<file path="config.mk">
export PLATFORM = sky130hd
export DESIGN_NAME = bean_render
export DESIGN_NICKNAME = d
export VERILOG_FILES = /design/src/rtl/bean_pkg.sv /design/src/rtl/bean_scan.sv /design/src/rtl/bean_render.sv
export SDC_FILE = /design/constraint.sdc
export NUM_CORES = 1
export LEC_CHECK = 0
export ABC_AREA = 1
export CELL_PAD_IN_SITES_DETAIL_PLACEMENT = 1
export CELL_PAD_IN_SITES_GLOBAL_PLACEMENT = 2
export CORE_AREA = 10 10 482 484
export DETAILED_ROUTE_END_ITERATION = 12
export DIE_AREA = 0 0 492 494
export PLACE_DENSITY_LB_ADDON = 0.25
export SLEW_MARGIN = 30
export SYNTH_ARGS = -nofsm -noshare
export SYNTH_HDL_FRONTEND = slang
export SYNTH_HIERARCHICAL = 1
export SYNTH_SLANG_ARGS = --single-unit
</file>
<file path="constraint.sdc">
create_clock -name clk -period 6.2 [get_ports clk]
set_input_delay 1.24 -clock clk [delete_from_list [all_inputs] [get_ports clk]]
set_output_delay 1.24 -clock clk [all_outputs]
set_load 0.02 [all_outputs]
</file>
<file path="src/rtl/bean_pkg.sv">
// Shared map geometry and scan-state encoding for the bean occupancy map.
// Used by both the map writer and the bean_render reader.
package bean_pkg;

  localparam int MAP_COLS = 40;
  localparam int MAP_ROWS = 30;
  localparam int TILE_PX  = 16;
  localparam int MAP_BITS = 1200;
  localparam int IDX_W    = 11;
  localparam int SCR_W    = 640;
  localparam int SCR_H    = 480;

  typedef enum logic [1:0] {
    IDLE = 2'd0,
    SCAN = 2'd1,
    DONE = 2'd2
  } scan_state_t;

endpackage

</file>
<file path="src/rtl/bean_scan.sv">
// Background popcount of the live bean map, one bit per cycle, started by frame_start.
//   state | meaning
//   IDLE  | waiting for frame_start
//   SCAN  | adding beans[ptr] into acc, ptr walks 0..1199
//   DONE  | publishing acc to remaining / cnt_valid / all_clear
module bean_scan
  import bean_pkg::*;
(
  input  logic                clk,
  input  logic                rst,
  input  logic [MAP_BITS-1:0] beans,
  input  logic                frame_start,
  output logic [IDX_W-1:0]    remaining,
  output logic                cnt_valid,
  output logic                all_clear,
  output logic                busy
);

  scan_state_t      state, state_nx;
  logic [IDX_W-1:0] ptr;
  logic [IDX_W-1:0] acc;

  always_ff @(posedge clk) begin
    if (rst) begin
      state     <= IDLE;
      ptr       <= '0;
      acc       <= '0;
      remaining <= '0;
      cnt_valid <= 1'b0;
      all_clear <= 1'b0;
    end else begin
      state <= state_nx;
      case (state)
        IDLE: begin
          if (frame_start) begin
            ptr <= '0;
            acc <= '0;
          end
        end
        SCAN: begin
          acc <= acc + {{(IDX_W-1){1'b0}}, beans[ptr]};
          ptr <= ptr + 1'b1;
        end
        DONE: begin
          remaining <= acc;
          cnt_valid <= 1'b1;
          all_clear <= (acc == '0);
        end
        default: ;
      endcase
    end
  end

  // frame_start outside IDLE is dropped, not queued
  always_comb begin
    state_nx = state;
    case (state)
      IDLE:    if (frame_start) state_nx = SCAN;
      SCAN:    if (ptr == IDX_W'(MAP_BITS - 1)) state_nx = DONE;
      DONE:    state_nx = IDLE;
      default: state_nx = IDLE;
    endcase
  end

  assign busy = (state != IDLE);

endmodule

</file>
<file path="src/rtl/bean_render.sv">
// Bean map reader: 3-stage pixel pipeline producing the bean-dot colour, plus
// the background remaining-bean counter.
module bean_render
  import bean_pkg::*;
#(
  parameter int          BEAN_R2  = 9,
  parameter logic [11:0] BEAN_RGB = 12'hFF0
) (
  input  logic                clk,
  input  logic                rst,
  input  logic [MAP_BITS-1:0] beans,
  input  logic [9:0]          pix_x,
  input  logic [8:0]          pix_y,
  input  logic                pix_valid,
  input  logic                frame_start,
  output logic                bean_on,
  output logic [11:0]         bean_rgb,
  output logic                pix_valid_o,
  output logic [IDX_W-1:0]    remaining,
  output logic                cnt_valid,
  output logic                all_clear,
  output logic                busy
);

  logic [5:0]        s1_col;
  logic [4:0]        s1_row;
  logic [3:0]        s1_ox, s1_oy;
  logic              s1_in, s1_vld;
  logic [IDX_W-1:0]  s2_idx;
  logic signed [4:0] s2_dx, s2_dy;
  logic              s2_in, s2_vld;
  logic [4:0]        dx_neg, dy_neg;
  logic [3:0]        dx_mag, dy_mag;
  logic [7:0]        dist2;
  logic              bean_bit;

  // |-8| wraps to 5'b01000, so the low 4 bits still hold the magnitude 8
  assign dx_neg   = -s2_dx;
  assign dy_neg   = -s2_dy;
  assign dx_mag   = s2_dx[4] ? dx_neg[3:0] : s2_dx[3:0];
  assign dy_mag   = s2_dy[4] ? dy_neg[3:0] : s2_dy[3:0];
  assign dist2    = 8'(dx_mag * dx_mag) + 8'(dy_mag * dy_mag);
  assign bean_bit = (s2_idx < IDX_W'(MAP_BITS)) ? beans[s2_idx] : 1'b0;

  always_ff @(posedge clk) begin
    if (rst) begin
      s1_in       <= 1'b0;
      s1_vld      <= 1'b0;
      s2_in       <= 1'b0;
      s2_vld      <= 1'b0;
      bean_on     <= 1'b0;
      bean_rgb    <= '0;
      pix_valid_o <= 1'b0;
    end else begin
      s1_col <= pix_x[9:4];
      s1_row <= pix_y[8:4];
      s1_ox  <= pix_x[3:0];
      s1_oy  <= pix_y[3:0];
      s1_in  <= pix_valid & (pix_x < 10'(SCR_W)) & (pix_y < 9'(SCR_H));
      s1_vld <= pix_valid;

      s2_idx <= IDX_W'({s1_row, 5'b0}) + IDX_W'({s1_row, 3'b0}) + IDX_W'(s1_col);
      s2_dx  <= $signed({1'b0, s1_ox}) - 5'sd8;
      s2_dy  <= $signed({1'b0, s1_oy}) - 5'sd8;
      s2_in  <= s1_in;
      s2_vld <= s1_vld;

      // beans is sampled here so writer clears show up on the very next pixel
      bean_on     <= s2_in & bean_bit & (dist2 <= 8'(BEAN_R2));
      bean_rgb    <= (s2_in & bean_bit & (dist2 <= 8'(BEAN_R2))) ? BEAN_RGB : 12'h000;
      pix_valid_o <= s2_vld;
    end
  end

  bean_scan u_scan (
    .clk         (clk),
    .rst         (rst),
    .beans       (beans),
    .frame_start (frame_start),
    .remaining   (remaining),
    .cnt_valid   (cnt_valid),
    .all_clear   (all_clear),
    .busy        (busy)
  );

endmodule

</file>
==> metrics.cfg, run 1 <==
[min_path]
whs_endpoint = s2_in$_SDFF_PP0_
hold_start = s1_in$_SDFF_PP0_
holdPathStages = 2
worstHoldPathType = reg -> reg

[floorplanning]
io_pins = 1251
die_area_um2 = 243000
coreArea_um2 = 222000
die_x_um = 492
die_h_um = 494
fp-row-count = 173
initial_utilization_pct = 13.2

[placed_design]
place.gp.congestion = 0.872
dpl_worst_slack_ns = 0.612
portBuffers = 1246
dp_hpwl_um = 224000

[detailed_routing]
firstDrtPassIters = 5
vias = 46400
wl_per_cell_um = 29.1
drtIter0Drc = 2976
wirelength_um = 293000
avgViaCountPerCell = 4.61
drc_errors = 0
ant_nets = 0

[sta]
maxSlewHeadroom_pct = 42.8
setup_viol = 0
hold_violations = 0
rsz0062_at_grt = false
tightest_slew_ns = 0.850
fin_crit_sh_pct = 83.0
slew_viol_final = 0
final.min_clock_period_ns = 5.14
setup_tns_ns = 0
finClkSkew_ns = 0.0328
max_clock_freq_mhz = 194
setup_ws_ns = 1.06

[power_and_ir_drop]
ir_drop_mv = 0.129
p_leak_nw = 19.0
power_density_nw_per_um2 = 115

[clock_tree]
postCtsSetupBuffers = 0
tritoncts = done
worstSkewPairLatency_ns = 0.40
numCtsBuffers = 9
ctsResizeCount = 0
cts.sinks = 81
clockRootBuffer = clkbuf_16
hold_buffers = 0
cts.clk_slew.worst_paths_ns = 0.07
clk_path_buf_depth = 2
cts-htree-levels = 3

[logic_synthesis]
syn_area_per_cell_um2 = 4.78
synth_seq_cells = 81
synthDistinctLibCells = 48
synthesis.area_um2 = 29300
ys_seq_area_share_pct = 6.84
synthFlopType = dfxtp_1
ys_async_sr_fraction_pct = 0
netlist.top_cell.by_area = nand2_1
synthCells = 6125
synth_edf_count = 38
yosysWarnings = 6
synth_top_area_share_pct = 25.9
synth_area_leaders = nand2_1, nand3_1, nor2_1

[flow_run]
max-cap-violations = 0

[worst_setup_path]
r2r-start = s2_dx[0]$_DFFE_PN_
cp-end-kind = register
arrival_ns = 5.43
worstSetupStartpoint = beans[866]
r2r-end = bean_rgb[10]$_SDFF_PP0_
path_class = in -> reg
cp.required_ns = 6.48
crit_path_max_fanout = 3
rr_worst_depth = 20
reg2reg_slack_ns = 1.06
critPathLaunchType = primary input

[grt]
grt_pass1_vias = 48300
track_usage_pct = 22.7
antenna_found_initial = 160
grt_max_degree = 139
grt_pass1_wl_um = 400000
grt-ovfl-total = 0

[layout]
area_growth_pct = 52.8
nNetsFinal = 8274
drive_above_1_share_pct = 2.71
fill_cells = 28200

[status]
outcome = finished, final reports clean

## sequential cells by signal (all words and copies together), names as in the netlist
register and cells:
s2_dy 4, u_scan/cnt_valid 1, s2_in 1, u_scan/acc 11, u_scan/ptr 11, s1_ox 4
s1_col 6, s2_idx 11, u_scan/all_clear 1, bean_rgb 1, s1_in 1, u_scan/state 2
s2_dx 4, s1_oy 4, s2_vld 1, s1_row 5, s1_vld 1, pix_valid_o 1
u_scan/remaining 11
## how the worst max path moves through the flow
| stage | to | cells after the start |
|---|---|---|
| 2_1_floorplan | bean_rgb[10]$_SDFF_PP0_ | 20 |
| 3_3_place_gp | u_scan/acc[10]$_SDFFE_PP0P_ | 26 |
| 3_5_place_dp | u_scan/acc[10]$_SDFFE_PP0P_ | 26 |
| 4_1_cts | u_scan/acc[10]$_SDFFE_PP0P_ | 30 |
| 5_1_grt | bean_rgb[10]$_SDFF_PP0_ | 20 |
| 6_report | u_scan/acc[10]$_SDFFE_PP0P_ | 26 |
## cell usage after synthesis (4+ instances only)
cell type     n
xnor2_1       4
o21ai_0     643
o22ai_1      54
ha_1         30
buf_4       121
nand3_1     975
o31ai_1       5
buf_6        30
dfxtp_1      43
nor3_1        5
a211oi_1      6
fa_1         13
inv_1       334
nand4_1      10
o211ai_1    112
xor2_1        6
nor4_1        4
clkinv_1      7
clkbuf_1    111
nand2_1    2020
buf_1        32
o21ai_1      46
inv_2         6
buf_2       223
nor2_1     1083
or2_2         9
o221ai_1     31
edfxtp_1     38
a21oi_1     100
## through the flow
step	std cells	util [%]	total power [W]	hold slack, ns	instance area [um^2]
floorplan	6131	-	0.00251	0.388	29300
global placement	9971	19.9	0.00460	0.400	44200
detailed placement	9972	19.9	0.00462	0.400	44200
CTS	9988	20.1	0.00525	0.416	44500
global route	10000	20.1	0.00558	0.426	44700
finish	10100	20.2	0.00514	0.415	44700
## report_power, final
part           total [W]  switching, W  internal (W)
logic            0.00390       0.00239       0.00151
clock network   0.000603      0.000300      0.000303
registers       0.000638     0.0000438      0.000594
## worst max-delay path, cell delays in order
cell	delay [ns]
clkdlybuf4s50_1	0.49
o21ai_0	0.08
o211ai_1	0.52
nand3_1	0.24
nand2_1	0.20
nand2_1	0.24
nand3_1	0.17
nand3_1	0.07
nand2_1	0.18
nand2_1	0.07
nand2_1	0.19
inv_1	0.08
nand2_1	0.09
nand2_1	0.06
nand2_1	0.10
ha_1	0.16
nand2_1	0.07
nor2_1	0.10
inv_1	0.07
nor2_1	0.13
nand2_1	0.09
nor2_1	0.13
nand2_1	0.09
nor3_1	0.28
a21oi_1	0.08
a211oi_1	0.19
## layer usage
metal,wire [um],GRT usage [%],part of all wire (%),up-vias
met2,142000,39.7,49,1563
met4,5820,5.00,2.0,104
met5,697,0,0.24,-
met3,19200,5.41,6.6,340
li1,-,-,-,21800
met1,125000,27.9,43,22700
## cell usage in the layout, fill, tap and decap left out, types with 9 or more instances in the layout
cell,count
nand2_1,2020
clkdlybuf4s50_1,1246
nor2_1,1080
nand3_1,975
o21ai_0,643
inv_1,329
o211ai_1,112
a21oi_1,100
buf_4,97
diode_2,75
o22ai_1,54
o21ai_1,46
buf_12,42
dfxtp_1,39
edfxtp_1,38
o221ai_1,31
ha_1,30
fa_1,13
nand4_1,10
clkbuf_16,10
or2_2,9
## logic make-up (layout without fill, tap and decap cells)
group	Yosys count	count (layout)	share of synthesized area [%]
other	2	83	0.0256
AND/OR/NAND/NOR	4112	4112	57.2
XOR/XNOR	10	10	0.299
buffers and inverters	867	1749	14.4
flip-flops	81	81	6.84
AO/OA/AOI/OAI	1010	1010	19.1
adder cells (fa/ha/maj)	43	43	2.17
## final cells by class
cell class                 count  area [um^2]  area share (%)
tap                         2975         3720            8.32
inverter                     348         1370            3.06
sequential                    81         2020            4.51
clock inverter                 6         47.5           0.106
timing repair buffer        1385        14000            31.4
antenna                       75          188           0.420
clock buffer                  10          250           0.559
multi-input combinational   5183        23100            51.6
Power figures use the tool's default switching activity.
==> run 2: changes to the inputs <==
==> constraint.sdc (replaced) <==
create_clock -name clk -period 5.3 [get_ports clk]
set_input_delay 1.06 -clock clk [delete_from_list [all_inputs] [get_ports clk]]
set_output_delay 1.06 -clock clk [all_outputs]
set_load 0.02 [all_outputs]
==> run 2 against run 1 <==
Compared with the run above: hold slack got worse by 0.0048 ns; largest power group unchanged; largest cell class unchanged; die area did not move; highest routed layer unchanged; power rose by 19%.
==> metrics.cfg, run 2 (synthesis results as in run 1) <==
[status]
outcome = finished, final reports clean  ; unchanged

[power_and_ir_drop]
p_total_w = 0.00612  ; was 0.00514 W
p_seq_share_pct = 12.1  ; was 12.4%
clkPwrFrac_pct = 10.8  ; was 11.7%
power_switching_share_pct = 53.2  ; was 53.1%
p_leak_nw = 19.3  ; was 19.0 nW
power_density_nw_per_um2 = 135  ; was 115 nW/um^2
ir_drop_mv = 0.117  ; was 0.129 mV
switchingPower_w = 0.00326  ; was 0.00273 W
power.internal_w = 0.00286  ; was 0.00241 W
combPwrFrac_pct = 77.0  ; was 75.9%

[worst_setup_path]
path_class = reg -> reg  ; was in -> reg
slowest_stage = fa_1  ; was o211ai_1
crit_path_max_fanout = 4  ; was 3
reg2reg_slack_ns = 0.33  ; was 1.06 ns
rr_worst_depth = 20  ; unchanged
critPathMaxStageDelay_ns = 0.59  ; was 0.52 ns
critPathLaunchType = register  ; was primary input
r2r-end = bean_rgb[10]$_SDFF_PP0_  ; unchanged
cp.required_ns = 5.63  ; was 6.48 ns
cp-end-kind = register  ; unchanged
cp_cell_sequence = inv_1, ha_1, or2_2, xor2_4, nand2_2, fa_1, fa_1, fa_1, fa_1, inv_1, ha_1, inv_1, fa_1, nor2_1, a211oi_1, xor2_1, xnor2_1, a211oi_2, nand2_1, nor2_1
r2r-start = s2_dx[0]$_DFFE_PN_  ; unchanged
cpMostUsedCell = fa_1  ; was nand2_1
arrival_ns = 5.29  ; was 5.43 ns

[sta]
setup_viol = 0  ; unchanged
final.min_clock_period_ns = 4.97
finClkSkew_ns = 0.0137  ; was 0.0328 ns
slew_viol_final = 0  ; unchanged
hold_slack_ns = 0.411  ; was 0.415 ns
maxSlewHeadroom_pct = 32.8  ; was 42.8%
setup_ws_ns = 0.331  ; was 1.06 ns
hold_violations = 0  ; unchanged
fin_crit_sh_pct = 93.8
tightest_slew_ns = 0.997  ; was 0.850 ns
max_clock_freq_mhz = 201

[grt]
track_usage_pct = 23.0  ; was 22.7%
grt_pass1_wl_um = 403000  ; was 400000 um
grt-ovfl-total = 0  ; unchanged
grt_max_degree = 133  ; was 139
antenna_found_initial = 164  ; was 160
grt_pass1_vias = 48400  ; was 48300

[min_path]
holdPathStages = 2  ; unchanged
worstHoldPathType = reg -> reg  ; unchanged
whs_endpoint = s2_in$_SDFF_PP0_  ; unchanged
hold_start = s1_in$_SDFF_PP0_  ; unchanged

[detailed_routing]
ant_nets = 0  ; unchanged
drc_errors = 0  ; unchanged
drtIter0Drc = 3222  ; was 2976
wirelength_um = 297000  ; was 293000 um
firstDrtPassIters = 5  ; unchanged
wl_per_cell_um = 29.3  ; was 29.1 um
avgViaCountPerCell = 4.64  ; was 4.61
vias = 47000  ; was 46400

[layout]
nNetsFinal = 8339  ; was 8274
instances_no_fill = 10100  ; about the same
layout_commonest_cell = nand2_1  ; unchanged
final_cell_mix = nand2_1, clkdlybuf4s50_1, nor2_1  ; unchanged
drive_above_1_share_pct = 3.66  ; was 2.71%
area_growth_pct = 55.0  ; was 52.8%

[flow_run]
max-cap-violations = 0  ; unchanged

[clock_tree]
clk_path_buf_depth = 2  ; unchanged
worstSkewPairLatency_ns = 0.38  ; was 0.40 ns
cts.sinks = 81  ; unchanged
numCtsBuffers = 9  ; unchanged
hold_buffers = 0  ; unchanged
cts.clk_slew.worst_paths_ns = 0.08  ; was 0.07 ns
clockRootBuffer = clkbuf_16  ; unchanged
cts-htree-levels = 3  ; unchanged
tritoncts = done  ; unchanged

[placed_design]
dp_hpwl_um = 229000  ; was 224000 um
portBuffers = 1246  ; unchanged
dpl_worst_slack_ns = -0.0480  ; was 0.612 ns
place.gp.congestion = 0.868  ; was 0.872
dp.cells = 10000  ; was 9972

[floorplanning]
initial_utilization_pct = 13.2  ; unchanged
die_area_um2 = 243000  ; unchanged
io_pins = 1251  ; unchanged
coreArea_um2 = 222000  ; unchanged
die_h_um = 494  ; unchanged
die_x_um = 492  ; unchanged
fp-row-count = 173  ; unchanged

[run 2: changes by cell type in the layout (fill, tap and decap cells not counted), sizes merged]
cell   delta
diode     +5
buf      +65
[run 2: power groups by stage]
stage / Sequential (W) / Clock [W] / Combinational [W]
final: 0.000744 / 0.000664 / 0.00471
after detailed placement: 0.000762 / 0 / 0.00476
after CTS: 0.000748 / 0.000691 / 0.00478
after floorplan: 0.000726 / 0 / 0.00221
after global placement: 0.000760 / 0 / 0.00472
after global routing: 0.000750 / 0.000705 / 0.00516
[run 2: how the worst max path moves through the flow]
stage                       start                 endpoint  slack (ns)
2_1_floorplan  s2_dx[0]$_DFFE_PN_  bean_rgb[10]$_SDFF_PP0_        0.68
3_3_place_gp   s2_dx[0]$_DFFE_PN_  bean_rgb[10]$_SDFF_PP0_     -0.0002
3_5_place_dp   s2_dx[0]$_DFFE_PN_  bean_rgb[10]$_SDFF_PP0_       -0.05
4_1_cts        s2_dx[0]$_DFFE_PN_  bean_rgb[10]$_SDFF_PP0_        0.08
5_1_grt        s2_dx[0]$_DFFE_PN_  bean_rgb[10]$_SDFF_PP0_       -0.01
6_report       s2_dx[0]$_DFFE_PN_  bean_rgb[10]$_SDFF_PP0_        0.33
[run 2: metrics by stage]
step	setup TNS, ns	cell area (um^2)	utilization (%)
after floorplan	0	29300	-
after global placement	-0.000177	44900	20.2
after detailed placement	-0.0480	44900	20.2
after CTS	0	45200	20.4
after global routing	-0.0101	45300	20.4
final	0	45400	20.5
[run 2: area by class of cell]
| class | count | area (um^2) |
|---|---|---|
| fill | 28300 | 176000 |
| multi-input combinational | 5183 | 23100 |
| timing repair buffer | 1450 | 14700 |
| tap | 2975 | 3720 |
| sequential | 81 | 2020 |
| inverter | 348 | 1370 |
| clock buffer | 10 | 239 |
| antenna | 80 | 200 |
| clock inverter | 6 | 47.5 |
[run 2: timing repair]
| item | CTS | global route |
|---|---|---|
| setup buffers | 0 | 1 |
| setup endpoints to repair | 1 | 1 |
| pin swaps | 0 | 2 |
| resized for setup | 1 | 3 |
[run 2: worst max-delay path: cells and delay by family (launching register included)]
kind,cells,cell delay (ns)
adder cells (fa/ha/maj),7,2.73
AND/OR/NAND/NOR,5,0.75
XOR/XNOR,3,0.48
AO/OA/AOI/OAI,2,0.37
flip-flops,1,0.35
buffers and inverters,3,0.23
[run 2: per-layer routing]
metal  share of wire (%)  GRT usage (%)
met1                  43           28.6
met2                  48           39.7
met3                 6.1           5.21
met4                 2.2           5.93
met5                0.26              0
